File: config.mk
export PLATFORM = sky130hd
export DESIGN_NAME = movegen_move_sequencer
export DESIGN_NICKNAME = d
export VERILOG_FILES = /design/src/rtl/movegen_pkg.sv /design/src/rtl/movegen_colour_stack.sv /design/src/rtl/movegen_move_sequencer.sv
export SDC_FILE = /design/constraint.sdc
export NUM_CORES = 2
export LEC_CHECK = 0
export ABC_AREA = 1
export BUFFER_PORTS_ARGS = -buffer_cell sky130_fd_sc_hd__buf_2
export CELL_PAD_IN_SITES_DETAIL_PLACEMENT = 1
export CELL_PAD_IN_SITES_GLOBAL_PLACEMENT = 1
export CORE_MARGIN = 2
export CORE_UTILIZATION = 42
export CTS_BUF_LIST = sky130_fd_sc_hd__clkbuf_2 sky130_fd_sc_hd__clkbuf_4 sky130_fd_sc_hd__clkbuf_8
export DETAILED_ROUTE_END_ITERATION = 8
export PLACE_DENSITY = 0.75
export REMOVE_ABC_BUFFERS = 1
export SLEW_MARGIN = 30
export SYNTH_ARGS = -nofsm -noshare
export SYNTH_HDL_FRONTEND = slang
export SYNTH_SLANG_ARGS = --single-unit
File: constraint.sdc
create_clock -name clk -period 5.6 [get_ports clk]
set_clock_uncertainty 0.15 [all_clocks]
set_input_delay 0.56 -clock clk [delete_from_list [all_inputs] [get_ports clk]]
set_output_delay 0.56 -clock clk [all_outputs]
set_load 0.02 [all_outputs]
File: src/rtl/movegen_pkg.sv
// movegen_pkg: piece codes, move word layout, stack entry and
// sequencer state encodings shared by the move sequencer.
package movegen_pkg;

    localparam logic [2:0] PC_NONE   = 3'd0;
    localparam logic [2:0] PC_KING   = 3'd1;
    localparam logic [2:0] PC_QUEEN  = 3'd2;
    localparam logic [2:0] PC_ROOK   = 3'd3;
    localparam logic [2:0] PC_BISHOP = 3'd4;
    localparam logic [2:0] PC_KNIGHT = 3'd5;
    localparam logic [2:0] PC_PAWN   = 3'd6;

    typedef struct packed {
        logic [1:0] promote;
        logic [2:0] piece;
        logic [2:0] from_r;
        logic [2:0] from_f;
        logic [2:0] takes;
        logic [2:0] to_r;
        logic [2:0] to_f;
    } uci_move_t;

    typedef struct packed {
        logic [2:0] piece;
        logic [2:0] rank;
        logic [2:0] file;
    } stack_entry_t;

    typedef logic [2:0] seq_state_t;

    localparam seq_state_t ST_IDLE = 3'd0;
    localparam seq_state_t ST_REQ  = 3'd1;
    localparam seq_state_t ST_WAIT = 3'd2;
    localparam seq_state_t ST_EMIT = 3'd3;
    localparam seq_state_t ST_TERM = 3'd4;

endpackage

File: src/rtl/movegen_colour_stack.sv
// movegen_colour_stack: arrival-ordered piece list for one colour with
// parallel read-out; pushes beyond DEPTH are dropped and flagged.
module movegen_colour_stack
    import movegen_pkg::*;
#(
    parameter int DEPTH = 16
) (
    input  logic                     clk,
    input  logic                     rst_n,
    input  logic                     clear,
    input  logic                     push,
    input  stack_entry_t             push_data,
    output stack_entry_t [DEPTH-1:0] entries,
    output logic [5:0]               count,
    output logic                     overflow
);

    stack_entry_t [DEPTH-1:0] ent_q, ent_d;
    logic [5:0]               cnt_q, cnt_d, base;
    logic                     ovf_q, ovf_d;

    // A clearing beat may also push, so it lands in slot 0.
    always_comb begin
        ent_d = ent_q;
        base  = clear ? 6'd0 : cnt_q;
        cnt_d = base;
        ovf_d = clear ? 1'b0 : ovf_q;
        if (push) begin
            if (base == 6'(DEPTH)) begin
                ovf_d = 1'b1;
            end else begin
                cnt_d = base + 6'd1;
                for (int i = 0; i < DEPTH; i++)
                    if (base == 6'(i)) ent_d[i] = push_data;
            end
        end
    end

    always_ff @(posedge clk or negedge rst_n) begin
        if (!rst_n) begin
            ent_q <= '0;
            cnt_q <= '0;
            ovf_q <= 1'b0;
        end else begin
            ent_q <= ent_d;
            cnt_q <= cnt_d;
            ovf_q <= ovf_d;
        end
    end

    assign entries  = ent_q;
    assign count    = cnt_q;
    assign overflow = ovf_q;

endmodule

File: src/rtl/movegen_move_sequencer.sv
// movegen_move_sequencer: loads piece stacks from the position bus, walks the
// side to play, fetches destination masks and streams framed UCI move words.
module movegen_move_sequencer
    import movegen_pkg::*;
#(
    parameter int DEPTH        = 16,
    parameter int PROMO_EXPAND = 1
) (
    input  logic        clk,
    input  logic        rst_n,
    input  logic        in_pos_valid,
    input  logic [3:0]  in_pos_data,
    input  logic        in_pos_sop,
    input  logic        in_pos_eop,
    input  logic        in_wtp,
    input  logic        start,
    output logic        busy,
    output logic        overflow,
    output logic        sq_from_valid,
    output logic [5:0]  sq_from,
    input  logic        sq_to_valid,
    input  logic [63:0] sq_to_mask,
    input  logic        o_uci_ready,
    output logic        o_uci_valid,
    output logic [19:0] o_uci_data,
    output logic        o_uci_sop,
    output logic        o_uci_eop
);

    seq_state_t               state_q, state_d;
    logic [5:0]               k_q, k_d, ld_k;
    logic [2:0]               ld_rank, ld_file;
    logic                     load, push_w, push_b, ovf_w, ovf_b;
    logic [63:0][2:0]         shadow_q, shadow_d;
    stack_entry_t             ld_ent, head;
    stack_entry_t [DEPTH-1:0] w_ent, b_ent, it_q, it_d;
    logic [5:0]               w_cnt, b_cnt, it_cnt_q, it_cnt_d;
    logic [5:0]               it_idx_q, it_idx_d, sel;
    logic [63:0]              mask_q, mask_d;
    logic [1:0]               promo_q, promo_d;
    logic                     wtp_q, wtp_d, sop_pend_q, sop_pend_d;
    logic                     promo_more;
    uci_move_t                word;

    assign load    = in_pos_valid && (state_q == ST_IDLE);
    assign ld_k    = in_pos_sop ? 6'd0 : k_q;
    assign ld_rank = 3'd7 - ld_k[5:3];
    assign ld_file = ld_k[2:0];
    assign ld_ent  = '{piece: in_pos_data[2:0], rank: ld_rank, file: ld_file};
    assign push_w  = load && (in_pos_data[2:0] != PC_NONE) && in_pos_data[3];
    assign push_b  = load && (in_pos_data[2:0] != PC_NONE) && !in_pos_data[3];

    always_comb begin
        k_d      = k_q;
        shadow_d = shadow_q;
        if (load) begin
            k_d = (in_pos_eop || ld_k == 6'd63) ? 6'd63 : ld_k + 6'd1;
            if (in_pos_sop) shadow_d = '0;
            shadow_d[{ld_rank, ld_file}] = in_pos_data[2:0];
        end
    end

    movegen_colour_stack #(.DEPTH(DEPTH)) u_white (
        .clk(clk), .rst_n(rst_n), .clear(load && in_pos_sop),
        .push(push_w), .push_data(ld_ent),
        .entries(w_ent), .count(w_cnt), .overflow(ovf_w)
    );

    movegen_colour_stack #(.DEPTH(DEPTH)) u_black (
        .clk(clk), .rst_n(rst_n), .clear(load && in_pos_sop),
        .push(push_b), .push_data(ld_ent),
        .entries(b_ent), .count(b_cnt), .overflow(ovf_b)
    );

    always_comb begin
        head = '0;
        for (int i = 0; i < DEPTH; i++)
            if (it_idx_q == 6'(i)) head = it_q[i];
    end

    // Fixed priority: lowest set destination square wins.
    always_comb begin
        sel = '0;
        for (int i = 63; i >= 0; i--)
            if (mask_q[i]) sel = 6'(i);
    end

    assign promo_more = (PROMO_EXPAND != 0) && (head.piece == PC_PAWN) &&
                        (sel[5:3] == (wtp_q ? 3'd7 : 3'd0)) && (promo_q != 2'd3);

    always_comb begin
        state_d       = state_q;
        it_d          = it_q;
        it_cnt_d      = it_cnt_q;
        it_idx_d      = it_idx_q;
        mask_d        = mask_q;
        promo_d       = promo_q;
        wtp_d         = wtp_q;
        sop_pend_d    = sop_pend_q;
        sq_from_valid = 1'b0;
        sq_from       = '0;
        o_uci_valid   = 1'b0;
        o_uci_eop     = 1'b0;
        word          = '0;
        unique case (state_q)
            ST_IDLE: begin
                if (start) begin
                    wtp_d      = in_wtp;
                    it_d       = in_wtp ? w_ent : b_ent;
                    it_cnt_d   = in_wtp ? w_cnt : b_cnt;
                    it_idx_d   = '0;
                    promo_d    = '0;
                    sop_pend_d = 1'b1;
                    state_d    = ST_REQ;
                end
            end
            ST_REQ: begin
                if (it_idx_q == it_cnt_q) begin
                    state_d = ST_TERM;
                end else begin
                    sq_from_valid = 1'b1;
                    sq_from       = {head.rank, head.file};
                    state_d       = ST_WAIT;
                end
            end
            ST_WAIT: begin
                if (sq_to_valid) begin
                    mask_d  = sq_to_mask;
                    promo_d = '0;
                    state_d = ST_EMIT;
                end
            end
            ST_EMIT: begin
                if (mask_q == '0) begin
                    it_idx_d = it_idx_q + 6'd1;
                    state_d  = ST_REQ;
                end else begin
                    o_uci_valid = 1'b1;
                    word = '{promote: promo_q, piece: head.piece,
                             from_r: head.rank, from_f: head.file,
                             takes: shadow_q[sel], to_r: sel[5:3],
                             to_f: sel[2:0]};
                    if (o_uci_ready) begin
                        sop_pend_d = 1'b0;
                        if (promo_more) begin
                            promo_d = promo_q + 2'd1;
                        end else begin
                            promo_d = '0;
                            mask_d  = mask_q & ~(64'd1 << sel);
                        end
                    end
                end
            end
            ST_TERM: begin
                o_uci_valid = 1'b1;
                o_uci_eop   = 1'b1;
                if (o_uci_ready) begin
                    sop_pend_d = 1'b0;
                    state_d    = ST_IDLE;
                end
            end
            default: state_d = ST_IDLE;
        endcase
    end

    always_ff @(posedge clk or negedge rst_n) begin
        if (!rst_n) begin
            state_q    <= ST_IDLE;
            k_q        <= '0;
            shadow_q   <= '0;
            it_q       <= '0;
            it_cnt_q   <= '0;
            it_idx_q   <= '0;
            mask_q     <= '0;
            promo_q    <= '0;
            wtp_q      <= 1'b0;
            sop_pend_q <= 1'b0;
        end else begin
            state_q    <= state_d;
            k_q        <= k_d;
            shadow_q   <= shadow_d;
            it_q       <= it_d;
            it_cnt_q   <= it_cnt_d;
            it_idx_q   <= it_idx_d;
            mask_q     <= mask_d;
            promo_q    <= promo_d;
            wtp_q      <= wtp_d;
            sop_pend_q <= sop_pend_d;
        end
    end

    assign busy       = (state_q != ST_IDLE);
    assign overflow   = ovf_w | ovf_b;
    assign o_uci_data = word;
    assign o_uci_sop  = o_uci_valid && sop_pend_q;

endmodule

==> flow_summary.json <==
{
  "portBuffers": 108,
  "whs_ns": 0.0790,
  "layout.nets": 4586,
  "hpwlAfterDp_um": 75200,
  "ios": 109,
  "synthXorXnorAreaFrac": 0.00253,
  "cts_buffers": 133,
  "synth_top_area_share": 0.526,
  "net-switching-power_w": 0.00807,
  "min_period_ns": 6.61,
  "via_per_inst": 5.62,
  "tns_ns": -3.38,
  "required_ns": 4.89,
  "grt_usage": 0.280,
  "synth_area_leaders": "dfrtp_1 53%, nand2_1 11%, o21ai_0 8.4%",
  "num_rows": 105,
  "grt_max_degree": 152,
  "ys_ff_latch": 727,
  "max_stage_delay_ns": 0.37,
  "power_frac_clock": 0.260,
  "path_delay_family": "simple AND/OR/NAND/NOR gates",
  "synthAdderAreaFrac": 0.00506,
  "ys_seq_area_frac": 0.526,
  "pwr-share-comb": 0.392,
  "grt_pass1_wl_um": 189000,
  "routed_wl_um": 119000,
  "layout-drive-gt1-share": 0.126,
  "synth_ff_type": "dfrtp_1",
  "fin_area_mm2": 0.0408,
  "rsz0062_at_grt": "yes",
  "grt_pass1_vias": 33011,
  "overflow": 0,
  "vias": 31749,
  "avgSynthCellArea_um2": 8.08,
  "fin_util": 0.498,
  "power_frac_seq": 0.348,
  "synthSimpleGateAreaFrac": 0.227,
  "status": "finished with violations",
  "hold_path_class": "in2reg",
  "drv_cap": 0,
  "clkTransAtPathRegs_ns": 0.06,
  "cts_tree": "done",
  "ant_nets": 0,
  "synthCells": 4280,
  "antenna_found_initial": 4,
  "wl_per_cell_um": 21.1,
  "fmax_mhz": 151,
  "final_cell_mix": "965 x nand2_1, 727 x dfrtp_1, 586 x nor2_1, 567 x o21ai_0, 278 x inv_1",
  "crit_arrival_ns": 5.90,
  "worst-path-buf-inv": 4,
  "globalplace.congestion": 0.842,
  "final_cells": 5654,
  "htreeDepth": 4,
  "synth_area_mm2": 0.0346,
  "dieArea_mm2": 0.0847,
  "yosys_warnings": 0,
  "synth-compound-area-share": 0.178,
  "fin_crit_sh": 1.18,
  "drc": 0,
  "dp.cells": 5342,
  "placed_area_mm2": 0.0368,
  "drtIter0Drc": 2371,
  "fp.dieW_um": 291,
  "drv_slew": 0,
  "synth_cell_type_count": 50,
  "violations": "negative setup slack",
  "final_common_cell": "nand2_1",
  "worst_pin_slew_ns": 1.03,
  "cp_slowest_cell": "dfrtp_1",
  "p_int_w": 0.0120,
  "worst_slack_ns": -1.01,
  "path_max_fanout": 7,
  "clkLatencyLatePin_ns": 0.80,
  "start_util": 0.423,
  "synth_top_family_by_area": "simple AND/OR/NAND/NOR gates",
  "finalHoldViolations": 0,
  "p_leak_nw": 18.7,
  "cts_num_sinks": 727,
  "startpoint_type": "register",
  "critPathKind": "reg2out",
  "synth_mux_area_frac": 0.000868,
  "timing.slew.headroom": 0.307,
  "cts-root-buf": "clkbuf_8",
  "ir_worst_vdd_mv": 0.320,
  "setup_viol": 4,
  "area_growth_pct": 17.8,
  "synth_top_area_cell": "dfrtp_1",
  "firstDrtPassIters": 5,
  "synth_edf_count": 0,
  "path_common_cell": "nand2_1",
  "core_mm2": 0.0818,
  "end_kind": "output port",
  "async_flop_share": 1.00,
  "die_h_um": 291,
  "cellPowerDensity_mw_per_mm2": 493,
  "clock_path_buffers": 3,
  "p_sw_frac": 0.402
}
==> worst reg2reg max path, delay by kind of cell, from the launching register on <==
family	cells	cell delay [ns]
AO/OA/AOI/OAI	1	0.08
buffers and inverters	6	0.58
AND/OR/NAND/NOR	68	4.12
flip-flops	1	0.37
==> logic make-up (layout without fill, tap and decap cells) <==
logic type	after synthesis	in the layout
muxes	3	3
xor gates and xnor gates	10	10
and+or+nand+nor	1914	1914
DFF	727	727
adders and majority gates	14	14
other	0	5
AOI/OAI and AO/OA	1065	1065
buffers and inverters	547	846
==> cells in the mapped netlist (5+ instances only) <==
| cell | n |
|---|---|
| ha_1 | 14 |
| inv_1 | 285 |
| a22oi_1 | 66 |
| dfrtp_1 | 727 |
| nor2_1 | 609 |
| o21ai_0 | 579 |
| a21oi_1 | 159 |
| nand3b_1 | 47 |
| nand4_1 | 52 |
| nor4_1 | 5 |
| buf_2 | 11 |
| clkinv_1 | 8 |
| buf_1 | 8 |
| inv_2 | 6 |
| a221oi_1 | 6 |
| o211ai_1 | 72 |
| clkbuf_1 | 222 |
| nand2_1 | 982 |
| o22ai_1 | 15 |
| nor2_2 | 5 |
| nor3_1 | 25 |
| nand3_1 | 177 |
| xor2_1 | 9 |
| o31ai_1 | 138 |
| a31oi_1 | 5 |
| buf_4 | 5 |
| o21bai_1 | 5 |
==> area by class of cell <==
| cell class | instances | area, µm² |
|---|---|---|
| multi-input combinational | 3006 | 14700 |
| fill | 9802 | 41100 |
| clock buffer | 201 | 2500 |
| timing repair buffer | 328 | 2720 |
| clock inverter | 18 | 173 |
| antenna | 5 | 12.5 |
| sequential | 727 | 18200 |
| inverter | 299 | 1140 |
| tap | 1070 | 1340 |
==> flip-flops by register name, indices dropped and copies added (netlist names), 2 cells and up <==
register / cells
k_q: 6
state_q: 3
it_q: 144
shadow_q: 192
promo_q: 2
u_black.count: 6
u_white.entries: 144
u_black.entries: 144
u_white.count: 6
mask_q: 64
it_idx_q: 6
it_cnt_q: 6
==> power by group through the flow <==
stage | clock network [W] | registers [W] | logic [W]
floorplan | 0 | 0.00685 | 0.00446
global placement | 0 | 0.00701 | 0.00699
detailed placement | 0 | 0.00705 | 0.00720
CTS | 0.00534 | 0.00697 | 0.00745
global route | 0.00557 | 0.00711 | 0.00866
finish | 0.00523 | 0.00699 | 0.00788
==> per-layer routing <==
metal / global-route usage / part of all wire / up-vias
li1: - / - / 14700
met4: 0.110 / 0.035 / 0
met3: 0.0422 / 0.047 / 265
met5: 0 / 0 / -
met2: 0.455 / 0.47 / 818
met1: 0.379 / 0.45 / 15966
==> per-stage QoR <==
step | power [W] | worst slack, ns
3_5_place_dp | 0.0142 | -0.146
5_1_grt | 0.0213 | -1.78
6_report | 0.0201 | -1.01
2_1_floorplan | 0.0113 | -1.88
3_3_place_gp | 0.0140 | -0.122
4_1_cts | 0.0198 | -0.935
==> what timing repair did <==
item	4_1_cts	5_1_grt
buffers inserted	6	12
gates cloned	0	2
pin swaps	8	31
hold endpoints to repair	133	0
setup endpoints to repair	17	84
resized for setup	36	85
hold buffers	67	0
==> worst paths after layout <==
path / startpoint / endpoint / cells after the start / slack (ns)
min: in_pos_eop / k_q[2] / 5 / 0.08
min reg2reg: shadow_q[48] / shadow_q[48] / 2 / 0.33
min in group asynchronous: rst_n / u_white.entries[53] / 2 / 0.20
max in group asynchronous: rst_n / it_q[138] / 3 / 3.77
max reg2reg: mask_q[62] / mask_q[13] / 75 / 0.16
max: mask_q[62] / o_uci_data[8] / 75 / -1.01
(Power assumes the default switching activity.)
